<file path="config.mk">
export PLATFORM = sky130hd
export DESIGN_NAME = ps2_rx_fifo
export DESIGN_NICKNAME = d
export VERILOG_FILES = /design/src/rtl/ps2_rx_fifo.sv
export SDC_FILE = /design/constraint.sdc
export NUM_CORES = 1
export LEC_CHECK = 0
export BUFFER_PORTS_ARGS = -buffer_cell sky130_fd_sc_hd__buf_2
export CAP_MARGIN = 10
export CORE_MARGIN = 2
export CORE_UTILIZATION = 50
export DETAILED_ROUTE_END_ITERATION = 10
export GPL_ROUTABILITY_DRIVEN = 0
export PLACE_DENSITY = 0.66
export RECOVER_POWER = 50
export SLEW_MARGIN = 20
export SYNTH_ARGS = -nofsm -noshare
export SYNTH_HDL_FRONTEND = slang
export SYNTH_SLANG_ARGS = --single-unit
</file>
<file path="constraint.sdc">
create_clock -name clk -period 2.1 [get_ports clk]
set_input_delay 0.42 -clock clk [delete_from_list [all_inputs] [get_ports clk]]
set_output_delay 0.42 -clock clk [all_outputs]
set_load 0.005 [all_outputs]
</file>
<file path="src/rtl/ps2_rx_fifo.sv">
// PS/2 receiver: sync + glitch-filtered scl, 11-bit frame FSM, FWFT byte FIFO.
// Latency: byte is written 1 clk after the stop-bit event; out_valid follows 1 clk later.
// Backpressure: out_valid/out_ready; a good frame arriving while full is dropped and sets sticky overflow.
module ps2_rx_fifo #(
  parameter int FIFO_DEPTH   = 8,
  parameter int FILTER_LEN   = 4,
  parameter int TIMEOUT_CYC  = 50000,
  parameter int CHECK_PARITY = 1
) (
  input  logic                        clk,
  input  logic                        rst,
  input  logic                        scl,
  input  logic                        sda,
  output logic [7:0]                  out_data,
  output logic                        out_valid,
  input  logic                        out_ready,
  output logic [$clog2(FIFO_DEPTH):0] level,
  output logic                        parity_err,
  output logic                        frame_err,
  output logic                        overflow
);

  localparam int AW = $clog2(FIFO_DEPTH);
  localparam int LW = AW + 1;
  localparam int TW = $clog2(TIMEOUT_CYC + 1);
  localparam int FW = 5;
  localparam logic [FW-1:0] FL_LAST  = FW'(FILTER_LEN - 1);
  localparam logic [TW-1:0] TO_LAST  = TW'(TIMEOUT_CYC - 1);
  localparam logic [LW-1:0] FULL_LVL = LW'(FIFO_DEPTH);

  typedef enum logic [1:0] {IDLE, DATA, PARITY, STOP} state_t;

  logic          scl_s1, scl_s2, sda_s1, sda_s2;
  logic          scl_f, scl_f_d;
  logic [FW-1:0] fcnt;
  logic          bit_evt;
  logic          sda_bit;

  state_t        state, state_n;
  logic [2:0]    bcnt;
  logic [7:0]    shreg;
  logic          par_acc;
  logic          par_bit;
  logic          par_ok;
  logic [TW-1:0] tcnt;
  logic          timeout;
  logic          push_c, parity_err_c, frame_err_c;
  logic          push_q;
  logic [7:0]    push_dat;

  logic [7:0]    mem [FIFO_DEPTH];
  logic [AW-1:0] wptr, rptr;
  logic [7:0]    last_dat;
  logic          full, pop, wr, ovf_set;

  // Two-flop synchronizers; reset to the idle-high bus level.
  always_ff @(posedge clk) begin
    if (rst) begin
      scl_s1 <= 1'b1;
      scl_s2 <= 1'b1;
      sda_s1 <= 1'b1;
      sda_s2 <= 1'b1;
    end else begin
      scl_s1 <= scl;
      scl_s2 <= scl_s1;
      sda_s1 <= sda;
      sda_s2 <= sda_s1;
    end
  end

  // scl glitch filter: level flips only after FILTER_LEN consecutive differing samples.
  always_ff @(posedge clk) begin
    if (rst) begin
      scl_f   <= 1'b1;
      scl_f_d <= 1'b1;
      fcnt    <= '0;
    end else begin
      scl_f_d <= scl_f;
      if (scl_s2 == scl_f) begin
        fcnt <= '0;
      end else if (fcnt == FL_LAST) begin
        scl_f <= scl_s2;
        fcnt  <= '0;
      end else begin
        fcnt <= fcnt + 1'b1;
      end
    end
  end

  assign bit_evt = scl_f_d & ~scl_f;
  assign sda_bit = sda_s2;
  assign par_ok  = par_acc ^ par_bit;
  assign timeout = (state != IDLE) && (tcnt == TO_LAST);

  // Frame FSM state register.
  always_ff @(posedge clk) begin
    if (rst) state <= IDLE;
    else     state <= state_n;
  end

  // Next state and per-event decisions; a bad stop bit reports as frame error only.
  always_comb begin
    state_n      = state;
    push_c       = 1'b0;
    parity_err_c = 1'b0;
    frame_err_c  = 1'b0;
    if (bit_evt) begin
      case (state)
        IDLE: begin
          if (!sda_bit) state_n = DATA;
          else          frame_err_c = 1'b1;
        end
        DATA: begin
          if (bcnt == 3'd7) state_n = PARITY;
        end
        PARITY: state_n = STOP;
        STOP: begin
          state_n = IDLE;
          if (!sda_bit) begin
            frame_err_c = 1'b1;
          end else begin
            parity_err_c = ~par_ok;
            push_c       = par_ok || (CHECK_PARITY == 0);
          end
        end
        default: state_n = IDLE;
      endcase
    end else if (timeout) begin
      state_n     = IDLE;
      frame_err_c = 1'b1;
    end
  end

  assign parity_err = parity_err_c & ~rst;
  assign frame_err  = frame_err_c & ~rst;

  // Frame datapath: shift register, parity, bit counter, inactivity timer, push stage.
  always_ff @(posedge clk) begin
    if (rst) begin
      bcnt     <= '0;
      shreg    <= '0;
      par_acc  <= 1'b0;
      par_bit  <= 1'b0;
      tcnt     <= '0;
      push_q   <= 1'b0;
      push_dat <= '0;
    end else begin
      push_q <= push_c;
      if (push_c) push_dat <= shreg;
      if (bit_evt || state == IDLE || timeout) tcnt <= '0;
      else                                     tcnt <= tcnt + 1'b1;
      if (bit_evt) begin
        case (state)
          IDLE: begin
            bcnt    <= '0;
            par_acc <= 1'b0;
          end
          DATA: begin
            shreg   <= {sda_bit, shreg[7:1]};
            par_acc <= par_acc ^ sda_bit;
            bcnt    <= bcnt + 1'b1;
          end
          PARITY:  par_bit <= sda_bit;
          default: ;
        endcase
      end
    end
  end

  assign full    = (level == FULL_LVL);
  assign pop     = out_valid & out_ready;
  assign wr      = push_q & (~full | pop);
  assign ovf_set = push_q & full & ~pop;

  // FIFO pointers, occupancy, sticky overflow and last-popped byte.
  always_ff @(posedge clk) begin
    if (rst) begin
      wptr     <= '0;
      rptr     <= '0;
      level    <= '0;
      overflow <= 1'b0;
      last_dat <= '0;
    end else begin
      if (wr) wptr <= wptr + 1'b1;
      if (pop) begin
        rptr     <= rptr + 1'b1;
        last_dat <= mem[rptr];
      end
      case ({wr, pop})
        2'b10:   level <= level + 1'b1;
        2'b01:   level <= level - 1'b1;
        default: level <= level;
      endcase
      if (ovf_set) overflow <= 1'b1;
    end
  end

  // FIFO storage; contents need no reset because out_valid guards the read.
  always_ff @(posedge clk) begin
    if (wr) mem[wptr] <= push_dat;
  end

  assign out_valid = (level != '0) & ~rst;
  assign out_data  = rst ? 8'h00 : (out_valid ? mem[rptr] : last_dat);

endmodule

</file>
# Yosys cells after proc, flatten, opt, wreduce, memory -nomap -nowiden
# Memory sizes are Yosys's and may differ from the RTL's. A register that Yosys moved wholly into a read port is not among the register bits.
# Index checks and enable logic that the tools add are counted.
# totals
register_bits,70
latchBits,0
mem_bits_rw,64
rom_bits,0
in_bits,5
output_inout_bits,16
word_cells,98
mem_count,1
# mem_list
memory,depth,width,read_ports,rd_clocked_by_memory_dff,wr,line_no,source
mem,8,8,1,1,1,51,logic [7:0] mem [FIFO_DEPTH];
# op_classes
add_sub_neg,7
mul,0
n_div,0
magnitude_cmp,0
eq_ne,12
shift,0
mux,25
n_bitwise,17
n_reduce_logical,16
# op_table
operator,n
16-bit by 1-bit adder with 16-bit output (second input constant),1
16-bit == test (second input constant),1
8-bit two-way mux,2
1-bit two-way mux,12
3-bit by 1-bit adder with 3-bit output (second input constant),3
1-bit AND,8
2-bit two-way mux,4
2-bit one-hot mux with 4 select lines,1
4-bit one-hot mux with 2 select lines,1
2-bit AND reduction,4
2-bit nonzero test,4
2-bit == test (second input constant),3
3-bit two-way mux,2
3-bit inequality test (second input constant),2
1-bit inverter,6
3-bit one-hot mux with 2 select lines,1
5-bit by 1-bit adder with 5-bit output (second input constant),1
5-bit by 2-bit == test with 1-bit output (second input constant),1
4-bit by 1-bit adder with 4-bit output (second input constant),1
2-bit by 1-bit == test with 1-bit output (second input constant),2
4-bit == test (second input constant),1
1-bit one-hot mux with 2 select lines,2
4-bit nonzero test,1
4-bit by 1-bit subtractor with 4-bit output (second input constant),1
other kinds (10),12

# Depth between registers and ports, before layout
# Gate-level depths: netlist of run 1.
# depth
word_depth,7
depth_mapped,9
depth_no_buf,7

# Worst setup path before layout of run 1
# Ideal clock, no wire load.
# synth_timing
path_kind,in2reg
from,in out_ready
to,mem mem[0][0] (enable)
t_arrival_ns,1.749
path_slack_ns,-0.044
cell_stages,3
cell_sequence,nor2b_1 o21ai_4 nor4_1
# synth_between
elab_chain_len,5
# synth_lines
item,line_no,source
"start, declared",16,"input logic out_ready,"
1-bit AND,171,assign pop = out_valid & out_ready;
1-bit bitwise OR,172,assign wr = push_q & (~full | pop);
1-bit AND,172,
1-bit two-way mux,200,if (wr) mem[wptr] <= push_dat;
1-bit two-way mux (implied by the code),200,
"end, declared",51,
# Every way passes these cells.

==> flow_summary.ini, run 1 <==
[timing]
max_freq_ghz = 0.404
finalCritPeriodShare = 1.18
holdWs_ns = 0.191
skew_ns = 0.00770
grt_setup_unrepaired = true
drv_slew = 0
min_period_ns = 2.48
finalWorstSetupSlack_ns = -0.377
maxSlewHeadroom = 0.442
finalSetupViolations = 9
tightestPinTransition_ns = 0.834
final.setup.tns_ns = -2.79
hold_viol = 0

[worst_setup_path]
critPathBufInv = 2
slowest_delay_ns = 0.51
crit_fanout = 8
critical_path_class = reg -> out
end_kind = output pin
reg2reg_depth = 8
start_kind = flip-flop
rr_startpoint = level[3]
cp_slowest_cell = mux4_2
cp_cell_sequence = buf_12 > mux4_2 > mux2_4 > nor2_4 > nor3_2 > buf_2
cp_top_family = multiplexers
worst-path-stages = 6
worstPathArrival_ns = 2.06
required_ns = 1.68

[clocking]
cts_tree = built
clock_latency_ns = 0.41
hold_buffers = 0
path_clk_slew_ns = 0.06
htreeDepth = 4
cts_buffers = 17
cts_buffer_depth = 2
cts.sinks = 137
cts-root-buf = clkbuf_16

[floorplan]
ioPinCount = 21
fp.dieH_um = 111
fp.dieW_um = 111
core_area_um2 = 11300
initial_utilization = 0.508
rows = 39
die_area_um2 = 12400

[grt]
antenna_found_initial = 0
grt_pass1_wl_um = 18300
grt_max_degree = 39
grt_pass1_vias = 3700
track_usage = 0.190
grt-ovfl-total = 0

[logic_synthesis]
async_reset_ff_frac = 0
syn_area_um2 = 5750
synth_top_area_frac = 0.334
yosys.area.top_type = edfxtp_1
synth.most_common_cell = dfxtp_1
syn_area_per_cell_um2 = 12.1
synth.distinct_cells = 55
synth_fp_nets = 491
netlist_top_cells_count = dfxtp_1 (73), edfxtp_1 (64), nor2_1 (60)
synth_top_flop_cell = dfxtp_1
netlist_top_cells_area = edfxtp_1 (33%), dfxtp_1 (25%), mux4_2 (6.3%)
ys_ff_latch = 137
synthCells = 475
seq_area_frac_synth = 0.589
yosysWarnings = 0
synth_enable_flop_cells = 64

[worst_hold_path]
hold_class = in -> reg
min_path_cells = 2
hold_start = scl

[layout]
areaGrowthSynthToFinish_pct = 20.6
design_area_um2 = 6930
num_antenna_cells = 0
drive_gt1_frac = 0.265
final_nets = 538

[pwr]
power_leakage_nw = 2.41
p_per_area_nw_per_um2 = 870
ir_drop_v = 0.000705
power_mw = 6.03

[routing]
vias = 3706
drt-initial-drc-count = 220
ant_nets = 0
viasPerCell = 5.47
wl_per_cell_um = 16.4
drcViolationCount = 0
dr.pass1.iters = 4
routed_wl_um = 11100

[place]
place_hpwl_um = 7200
dpl_worst_slack_ns = 0.0381
io_buffers = 20
placed_area_um2 = 6070

[run_status]
status = complete, but fails checks
violations = setup timing

[run]
max_cap_violations = 0
what timing repair did:
item / 4_1_cts / 5_1_grt
gates cloned: 1 / 1
gates resized for setup: 21 / 19
setup buffers: 6 / 2
pin swaps: 9 / 8
setup endpoints to repair: 9 / 11
cells by family after synthesis:
kind of cell,Yosys count,share of synthesized area
and+or+nand+nor,189,0.165
AOI/OAI and AO/OA,46,0.0523
DFF,137,0.589
buffers and inverters,31,0.0318
xor gates and xnor gates,23,0.0351
adders and majority gates,11,0.0240
muxes,38,0.103
final cells by class:
| class | instances | area, um2 |
|---|---|---|
| inverters | 5 | 18.8 |
| repair buffers | 54 | 385 |
| fillers | 881 | 4390 |
| well taps | 143 | 179 |
| clock inverters | 12 | 198 |
| multi-input cells | 307 | 2310 |
| clock buffers | 20 | 447 |
| flip-flops and latches | 137 | 3390 |
sequential cells by signal, summed over array words and instances, names as in the netlist, 2 cells and up, named ones only:
| name | cells |
|---|---|
| mem | 64 |
| tcnt | 16 |
| last_dat | 8 |
| push_dat | 8 |
| shreg | 8 |
| fcnt | 5 |
| level | 4 |
| bcnt | 3 |
| rptr | 3 |
| wptr | 3 |
| state | 2 |
metrics by stage:
step | cells | utilization
after floorplan | 475 | -
after global placement | 636 | 0.536
after detailed placement | 636 | 0.536
after CTS | 675 | 0.605
after global routing | 678 | 0.612
final | 678 | 0.612
worst paths after layout:
| path | to | slack [ns] |
|---|---|---|
| setup / recovery | out_data[0] | -0.38 |
| hold / removal | scl_s1 | 0.19 |
| setup reg to reg | level[2] | 0.07 |
| hold reg to reg | scl_s2 | 0.41 |
cell usage in the layout, fill, tap and decap left out, drive strengths merged, types with 5 or more instances in the layout:
cell type  instances
dfxtp             73
nor2              66
edfxtp            64
buf               49
nand2             33
clkbuf            25
nor3              18
mux4              16
a21oi             16
o21ai             15
nand2b            13
nand3             13
xor2              12
xnor2             11
mux2i             11
ha                11
mux2              11
nor2b             10
nor4               7
nand4              6
or2                5
bufinv             5
inv                5
and3               5
clkinv             5
routing by layer:
metal	wire length, um	vias up	track usage	share of wire
li1	-	1808	-	-
met1	5020	1821	0.245	0.45
met2	5590	62	0.316	0.50
met3	387	15	0.0443	0.035
met4	131	0	0.0675	0.012
met5	0	-	0	0
where the power goes:
group	internal, mW	total (mW)	switching [mW]
clock	2.13	3.19	1.06
combinational	0.0223	0.0580	0.0357
sequential	2.77	2.78	0.00388
total	4.93	6.03	1.10
(Power assumes the default switching activity.)
==> run 2, diff against run 1 <==
--- a/config.mk
+++ b/config.mk
@@ -7,6 +7,7 @@
 export LEC_CHECK = 0
 export BUFFER_PORTS_ARGS = -buffer_cell sky130_fd_sc_hd__buf_2
 export CAP_MARGIN = 10
+export CORE_ASPECT_RATIO = 0.6
 export CORE_MARGIN = 2
 export CORE_UTILIZATION = 50
 export DETAILED_ROUTE_END_ITERATION = 10
==> run 2 against run 1 <==
  * The flow still finishes with violations (setup timing)
  * Cell count increased by 0.74%
  * Total power decreased by 4.9%
  * Clock power decreased by 9.1%
  * Die area increased by 0.23%
  * Fmax increased by 0.19%
  * Routed wire length increased by 6.0%
  * Worst setup slack improved by 0.0046 ns
  * Register-to-register slack improved by 0.03 ns
  * Count of clock-buffer cells in the layout decreased by 1
  * Non-clock buffer count increased by 4
==> flow_summary.ini, run 2 (synthesis results as in run 1) <==
[run]
max_cap_violations = 0

[place]
placed_area_um2 = 6090
dp_cells = 641
place_hpwl_um = 7410
io_buffers = 20

[routing]
drcViolationCount = 0
viasPerCell = 5.52
ant_nets = 0
vias = 3767
drt-initial-drc-count = 243
wl_per_cell_um = 17.3
dr.pass1.iters = 5
routed_wl_um = 11800

[floorplan]
fp.dieH_um = 87.0
ioPinCount = 21
initial_utilization = 0.510
rows = 30
fp.dieW_um = 142
die_area_um2 = 12400
core_area_um2 = 11300

[timing]
finalSetupViolations = 9
finalWorstSetupSlack_ns = -0.372
max_freq_ghz = 0.404
skew_ns = 0.00706
maxSlewHeadroom = 0.446
tightestPinTransition_ns = 0.828
min_period_ns = 2.47
finalCritPeriodShare = 1.18
hold_viol = 0
grt_setup_unrepaired = true
drv_slew = 0

[pwr]
ir_drop_v = 0.000566
power_leakage_nw = 2.44
p_switching_mw = 1.17
sw_frac_of_total = 0.203
p_comb_frac = 0.010
power_frac_clock = 0.505
intPower_mw = 4.57
p_per_area_nw_per_um2 = 829
seqPwrFrac = 0.484

[run_status]
status = complete, but fails checks
violations = setup timing

[worst_setup_path]
crit_fanout = 7
critical_path_class = reg -> out
required_ns = 1.68
start_kind = flip-flop
end_kind = output pin
worstPathArrival_ns = 2.05

[clocking]
cts_buffers = 17
clock_latency_ns = 0.41
hold_buffers = 0
cts.sinks = 137
path_clk_slew_ns = 0.06
htreeDepth = 4
cts_buffer_depth = 2
cts_tree = built
cts-root-buf = clkbuf_16

[layout]
fillCellCount = 872
areaGrowthSynthToFinish_pct = 20.4
regArea_um2 = 3400
top_register = mem
multi_input_area_um2 = 2300
final_common_cell = edfxtp_1
final_cell_mix = edfxtp_1 (64), dfxtp_1 (61), nor2_1 (58)
num_antenna_cells = 0
design_area_um2 = 6920
final_cell_count_no_fill = 683
largest_reg_flops = 64
reg_top3 = mem (64), tcnt (16)
final_nets = 542
drive_gt1_frac = 0.297

[grt]
grt.met1_usage = 0.304
track_usage = 0.201
grtUsageMet2 = 0.278
antenna_found_initial = 0
grt_max_degree = 42
grt_pass1_vias = 3515
top_usage_layer = met1
grt-ovfl-total = 0
gr-usage-met3 = 0.0445
grt_pass1_wl_um = 18600

[worst_hold_path]
hold_class = in -> reg
## run 2: cell count changes in the layout (fill, tap and decap cells not counted), sizes merged
cell	change
clkinv	+3
bufinv	-4
inv	+3
clkinvlp	-1
clkbuf	-6
buf	+9
## run 2: critical path, cell delays in order (launching register included)
cell and delay, ns:
dfxtp_4 0.41, buf_12 0.15, mux4_2 0.49, mux2_4 0.30
nor2_2 0.10, nor3_1 0.06, buf_2 0.14
## run 2: final cells by class
type                            instances  area share
Clock buffer                           19      0.0688
Clock inverter                         13      0.0166
Inverter                                5     0.00271
Multi-Input combinational cell        307       0.333
Sequential cell                       137       0.492
Tap cell                              144      0.0261
Timing Repair Buffer                   58      0.0615
## run 2: final timing paths
| path | endpoint | startpoint | cells past startpoint | slack, ns |
|---|---|---|---|---|
| max | out_data[0] | flip-flop | 6 | -0.37 |
| min | sda_s1 | sda | 2 | 0.19 |
| max reg2reg | level[2] | level[2] | 8 | 0.10 |
| min reg2reg | sda_bit | sda_s1 | 1 | 0.42 |
## run 2: repair_timing
action,in CTS,in global routing
cloned,1,1
resized for setup,29,16
pin swaps,9,4
setup endpoints to repair,17,12
buffers inserted,7,1
## run 2: power groups by stage
stage,logic [mW],clock network (mW),registers [mW]
floorplan,0.0423,0,2.83
global placement,0.0550,0,2.83
detailed placement,0.0558,0,2.83
CTS,0.0568,2.96,2.78
global route,0.0635,3.07,2.78
finish,0.0590,2.90,2.78
## run 2: stage by stage
stage                     hold WS [ns]  setup TNS [ns]  setup slack (ns)   util  total power [mW]
after floorplan                  0.389               0            0.0954      -              2.87
after global placement           0.392               0            0.0585  0.541              2.89
after detailed placement         0.407               0            0.0264  0.541              2.89
after CTS                        0.182           -2.96            -0.374  0.609              5.79
after global routing             0.191           -3.50            -0.441  0.614              5.91
final                            0.193           -2.83            -0.372  0.614              5.73
## run 2: metal layers
layer  part of all wire  wire length, um
met2               0.43             5040
met1               0.50             5920
met4              0.014              161
met3              0.058              681
met5                  0                0
